## src/rtl/cacheline_mem_arbiter.sv

```systemverilog
// cacheline_mem_arbiter: shares one burst-memory port between the icache and
// dcache miss paths. One requester is granted at a time and keeps the grant
// until the adaptor answers; the arbiter then idles for at least one cycle.
// Optional feature macro: ARB_RR_EN (round-robin on simultaneous requests;
// when undefined, dcache has fixed priority over icache).
module cacheline_mem_arbiter #(
  parameter int ADDR_W = 32,
  parameter int LINE_W = 256
) (
  input  logic              clk,
  input  logic              rst,
  input  logic              i_read,
  input  logic [ADDR_W-1:0] i_addr,
  output logic [LINE_W-1:0] i_rdata,
  output logic              i_resp,
  input  logic              d_read,
  input  logic              d_write,
  input  logic [ADDR_W-1:0] d_addr,
  input  logic [LINE_W-1:0] d_wdata,
  output logic [LINE_W-1:0] d_rdata,
  output logic              d_resp,
  output logic              mem_read,
  output logic              mem_write,
  output logic [ADDR_W-1:0] mem_addr,
  output logic [LINE_W-1:0] mem_wdata,
  input  logic [LINE_W-1:0] mem_rdata,
  input  logic              mem_resp
);

  typedef enum logic [1:0] {
    IDLE       = 2'd0,
    GRANT_I    = 2'd1,
    GRANT_D_RD = 2'd2,
    GRANT_D_WR = 2'd3
  } state_t;

  state_t              state_q, state_d;
  logic [ADDR_W-1:0]   addr_q, addr_d;
  logic [LINE_W-1:0]   wdata_q, wdata_d;
  logic                d_req;
  logic                d_pref;

`ifdef ARB_RR_EN
  // pref_d_q = 1 means dcache wins the next tie; reset favours icache.
  logic                pref_d_q, pref_d_d;
  assign d_pref = pref_d_q;
`else
  logic                pref_unused;
  assign d_pref      = 1'b1;
  assign pref_unused = 1'b0;
`endif

  assign d_req = d_read | d_write;

  // Next-state logic: arbitrate and capture the winner's command in IDLE,
  // hold everything steady during a grant, leave on the adaptor's response.
  always_comb begin
    state_d = state_q;
    addr_d  = addr_q;
    wdata_d = wdata_q;
`ifdef ARB_RR_EN
    pref_d_d = pref_d_q;
`endif
    case (state_q)
      IDLE: begin
        if (d_req && (!i_read || d_pref)) begin
          addr_d = d_addr;
          if (d_write) begin
            state_d = GRANT_D_WR;
            wdata_d = d_wdata;
          end else begin
            state_d = GRANT_D_RD;
          end
`ifdef ARB_RR_EN
          pref_d_d = 1'b0;
`endif
        end else if (i_read) begin
          state_d = GRANT_I;
          addr_d  = i_addr;
`ifdef ARB_RR_EN
          pref_d_d = 1'b1;
`endif
        end
      end
      GRANT_I, GRANT_D_RD, GRANT_D_WR: begin
        if (mem_resp) state_d = IDLE;
      end
      default: state_d = IDLE;
    endcase
  end

  // State and captured command registers; reset abandons any transaction.
  always_ff @(posedge clk) begin
    if (!rst) begin
      state_q <= IDLE;
      addr_q  <= '0;
      wdata_q <= '0;
    end else begin
      state_q <= state_d;
      addr_q  <= addr_d;
      wdata_q <= wdata_d;
    end
  end

`ifdef ARB_RR_EN
  // Round-robin pointer register.
  always_ff @(posedge clk) begin
    if (!rst) pref_d_q <= 1'b0;
    else      pref_d_q <= pref_d_d;
  end
`endif

  assign mem_read  = (state_q == GRANT_I) || (state_q == GRANT_D_RD);
  assign mem_write = (state_q == GRANT_D_WR);
  assign mem_addr  = addr_q;
  assign mem_wdata = wdata_q;

  // Response goes only to the granted side, in the same cycle as mem_resp.
  assign i_resp  = (state_q == GRANT_I) && mem_resp;
  assign d_resp  = ((state_q == GRANT_D_RD) || (state_q == GRANT_D_WR)) && mem_resp;
  assign i_rdata = mem_rdata;
  assign d_rdata = mem_rdata;

endmodule

```

## config.mk

```make
export PLATFORM = sky130hd
export DESIGN_NAME = cacheline_mem_arbiter
export DESIGN_NICKNAME = d
export VERILOG_FILES = /design/src/rtl/cacheline_mem_arbiter.sv
export SDC_FILE = /design/constraint.sdc
export NUM_CORES = 1
export LEC_CHECK = 0
export CORE_AREA = 2 2 533 535
export DETAILED_ROUTE_END_ITERATION = 6
export DIE_AREA = 0 0 535 537
export PLACE_DENSITY = 0.33
export SETUP_SLACK_MARGIN = 0.3
export SYNTH_ARGS = -nofsm -noshare
export SYNTH_HDL_FRONTEND = slang
export SYNTH_SLANG_ARGS = --single-unit
```

## constraint.sdc

```tcl
create_clock -name clk -period 3 [get_ports clk]
set_clock_uncertainty 0.2 [all_clocks]
set_input_delay 0.6 -clock clk [delete_from_list [all_inputs] [get_ports clk]]
set_output_delay 0.6 -clock clk [all_outputs]
set_load 0.05 [all_outputs]
```

==> flow_metrics.tcl <==
set metrics [dict create \
    synth_nets 2372 \
    multiInputGateArea_mm2 0.00483 \
    p_total_uw 14700 \
    crit_end "mem_addr[19]" \
    async_flop_share_pct 0 \
    slew_viol_final 0 \
    ir_drop_mv 0.432 \
    layout-drive-gt1-share_pct 14.0 \
    placeableCoreArea_mm2 0.281 \
    seq_area_mm2 0.00581 \
    p_leak_uw 0.00816 \
    synth_area_leaders "dfxtp_1 38%, buf_4 25%, nand2_1 13%, a21boi_1 9.4%, a21boi_2 3.7%" \
    rrSetupSlack_ns 0.91 \
    outcome "finished clean" \
    grt.total_usage_pct 8.72 \
    seq_area_frac_synth_pct 38.1 \
    worst_slack_ns 0.406 \
    combPwrFrac_pct 28.6 \
    required_ns 2.20 \
    finish.net_count 2460 \
    viasPerCell 2.16 \
    arrival_ns 1.79 \
    crit_cells 1 \
    pin_count 1386 \
    io_buffers 617 \
    synth_cells 1786 \
    final_antenna_net_count 0 \
    routed.top_layer "met5" \
    routedWlPerCell_um 22.9 \
    nFillCells 32900 \
    dr_wl_met2_mm 52.6 \
    pwr-share-seq_pct 30.3 \
    syn_to_final_growth_pct 51.9 \
    syn-cell-area_mm2 0.0152 \
    path_clk_slew_ns 0.06 \
    p_sw_uw 5670 \
    place_ws_ns 0.360 \
    cts_tree "done" \
    clock.fmax_ghz 0.386 \
    placed_area_mm2 0.0217 \
    synth_commonest_cells "514 x buf_4, 514 x nand2_1, 290 x dfxtp_1" \
    setup_viol 0 \
    cts_sinks 290 \
    crit_type "register to primary output" \
    max_stage_delay_ns 0.80 \
    powerDensity_mw_per_mm2 637 \
    yosys.area.top_type_share_pct 38.1 \
    fin_crit_sh_pct 86.5 \
    critical_path_buf_inv_count 1 \
    synth.distinct_cells 24 \
    grt_start_max_net_pins 102 \
    ys_seq_elements 290 \
    clk_latency_ns 0.68 \
    grt_overflow 0 \
    met1_length_mm 39.8 \
    antenna_found_initial 90 \
    initial_core_util_pct 5.41 \
    place_congestion 0.743 \
    numCtsBuffers 47 \
    drtIter0Drc 537 \
    cp_top_family "buffers and inverters" \
    crit_chain "clkdlybuf4s50_1" \
    synth_top_area_cell "dfxtp_1" \
    relSlewSlack_pct 46.3 \
    cp-end-kind "primary output" \
    root_buffer "clkbuf_16" \
    hp-class "primary input to register" \
    timing.rr.start "state_q[1]" \
    synth_edf_count 0 \
    rsz0062_at_grt "no" \
    firstDrtPassIters 4 \
    switching_share_pct 38.5 \
    drcViolationCount 0 \
    avgSynthCellArea_um2 8.52 \
    critPathMaxFanout 2 \
    htreeDepth 2 \
    min_period_ns 2.59 \
    worst_pin_slew_ns 0.809 \
    rows 195 \
    fin_tns_setup_ns 0 \
    die-height_um 537 \
    num_vias 12200 \
    crit_start "mem_addr[19]" \
    routed-wl-met3_mm 28.8 \
    synth_warnings 0 \
    wirelength_mm 130 \
    die_area_mm2 0.287 \
    power_frac_clock_pct 41.1 \
    cp_slowest_cell "clkdlybuf4s50_1" \
    reg2reg_to "mem_wdata[242]" \
    reg2reg_depth 6 \
    synthFlopType "dfxtp_1" \
    post-route-util_pct 8.22 \
    power.internal_uw 9070 \
    grt_pass1_wl_mm 157 \
    final_area_mm2 0.0231 \
    dpl.hpwl_mm 111 \
    hold_violations 0 \
    first_global_vias 12500 \
    startpoint_type "register" \
    die_w_um 535 \
    clockBufferDepth 3 \
    cap_violations 0 \
    postCtsSetupBuffers 0 \
    cts-hold-fix-buffers 0 \
]
==> registers in the layout, indices dropped and copies added (netlist names) <==
register	flops
mem_addr	32
mem_wdata	256
state_q	2
==> stage by stage <==
step / hold WS [ns] / instances
5_1_grt: 0.149 / 5658
3_3_place_gp: 0.241 / 5568
2_1_floorplan: 0.285 / 1786
6_report: 0.153 / 5671
3_5_place_dp: 0.246 / 5568
4_1_cts: 0.113 / 5654
==> kinds of logic (layout without fill, tap and decap cells) <==
logic type / Yosys count / in the layout / synth area share [%]
simple gates: 521 / 521 / 13.0
flops: 290 / 290 / 38.1
other cells: 0 / 17 / 0
compound gates: 326 / 326 / 16.2
mux: 32 / 32 / 2.10
buf+inv: 613 / 738 / 30.3
fa+ha+maj: 4 / 4 / 0.329
==> how the worst min path moves through the flow <==
stage | start | end | slack (ns) | depth (start not counted)
CTS | d_wdata[180] | mem_wdata[180] | 0.11 | 3
finish | rst | mem_wdata[8] | 0.15 | 2
global placement | mem_wdata[252] | mem_wdata[252] | 0.24 | 2
global route | rst | mem_wdata[39] | 0.15 | 2
detailed placement | mem_wdata[40] | mem_wdata[40] | 0.25 | 2
floorplan | state_q[1] | state_q[1] | 0.29 | 2
==> what timing repair did <==
| item | CTS | global route |
|---|---|---|
| gates resized for setup | 183 | 6 |
| pin swaps | 0 | 0 |
| endpoints found under the setup margin | 183 | 4 |
==> per-layer routing <==
layer,track usage [%],vias up
li1,-,5402
met1,7.71,5337
met5,0.0329,-
met3,8.71,459
met2,12.6,1042
met4,5.06,8
==> power groups by stage <==
stage	Sequential (µW)	Clock (µW)	Combinational (µW)
floorplan	5860	0	2960
global placement	4550	0	4530
detailed placement	4550	0	4520
CTS	4470	6410	4350
global route	4520	6480	4550
finish	4470	6050	4220
==> placed cells by master, fill, tap and decap left out, types with 3 or more instances in the layout <==
cell	synthesis	routed
diode_2	0	17
buf_12	2	19
dfxtp_1	290	290
clkbuf_16	0	48
a21boi_1	190	190
dlygate4sd2_1	0	179
bufinv_16	0	6
mux2i_1	32	32
buf_4	514	121
clkinv_4	0	5
clkdlybuf4s50_1	0	326
clkbuf_8	0	4
ha_1	4	4
a21boi_0	17	17
o21ai_0	34	34
a21boi_2	50	50
clkbuf_1	31	16
a21oi_1	33	33
nand2_1	514	513
clkinvlp_4	0	3
==> cell type report <==
| type | count | area share (%) |
|---|---|---|
| Clock inverter | 18 | 1.22 |
| Tap cell | 3743 | 20.2 |
| Inverter | 2 | 0.0325 |
| Multi-Input combinational cell | 883 | 20.9 |
| Clock buffer | 68 | 5.69 |
| Sequential cell | 290 | 25.1 |
| Antenna cell | 17 | 0.184 |
| Timing Repair Buffer | 650 | 26.7 |
Power figures use the tool's default switching activity.
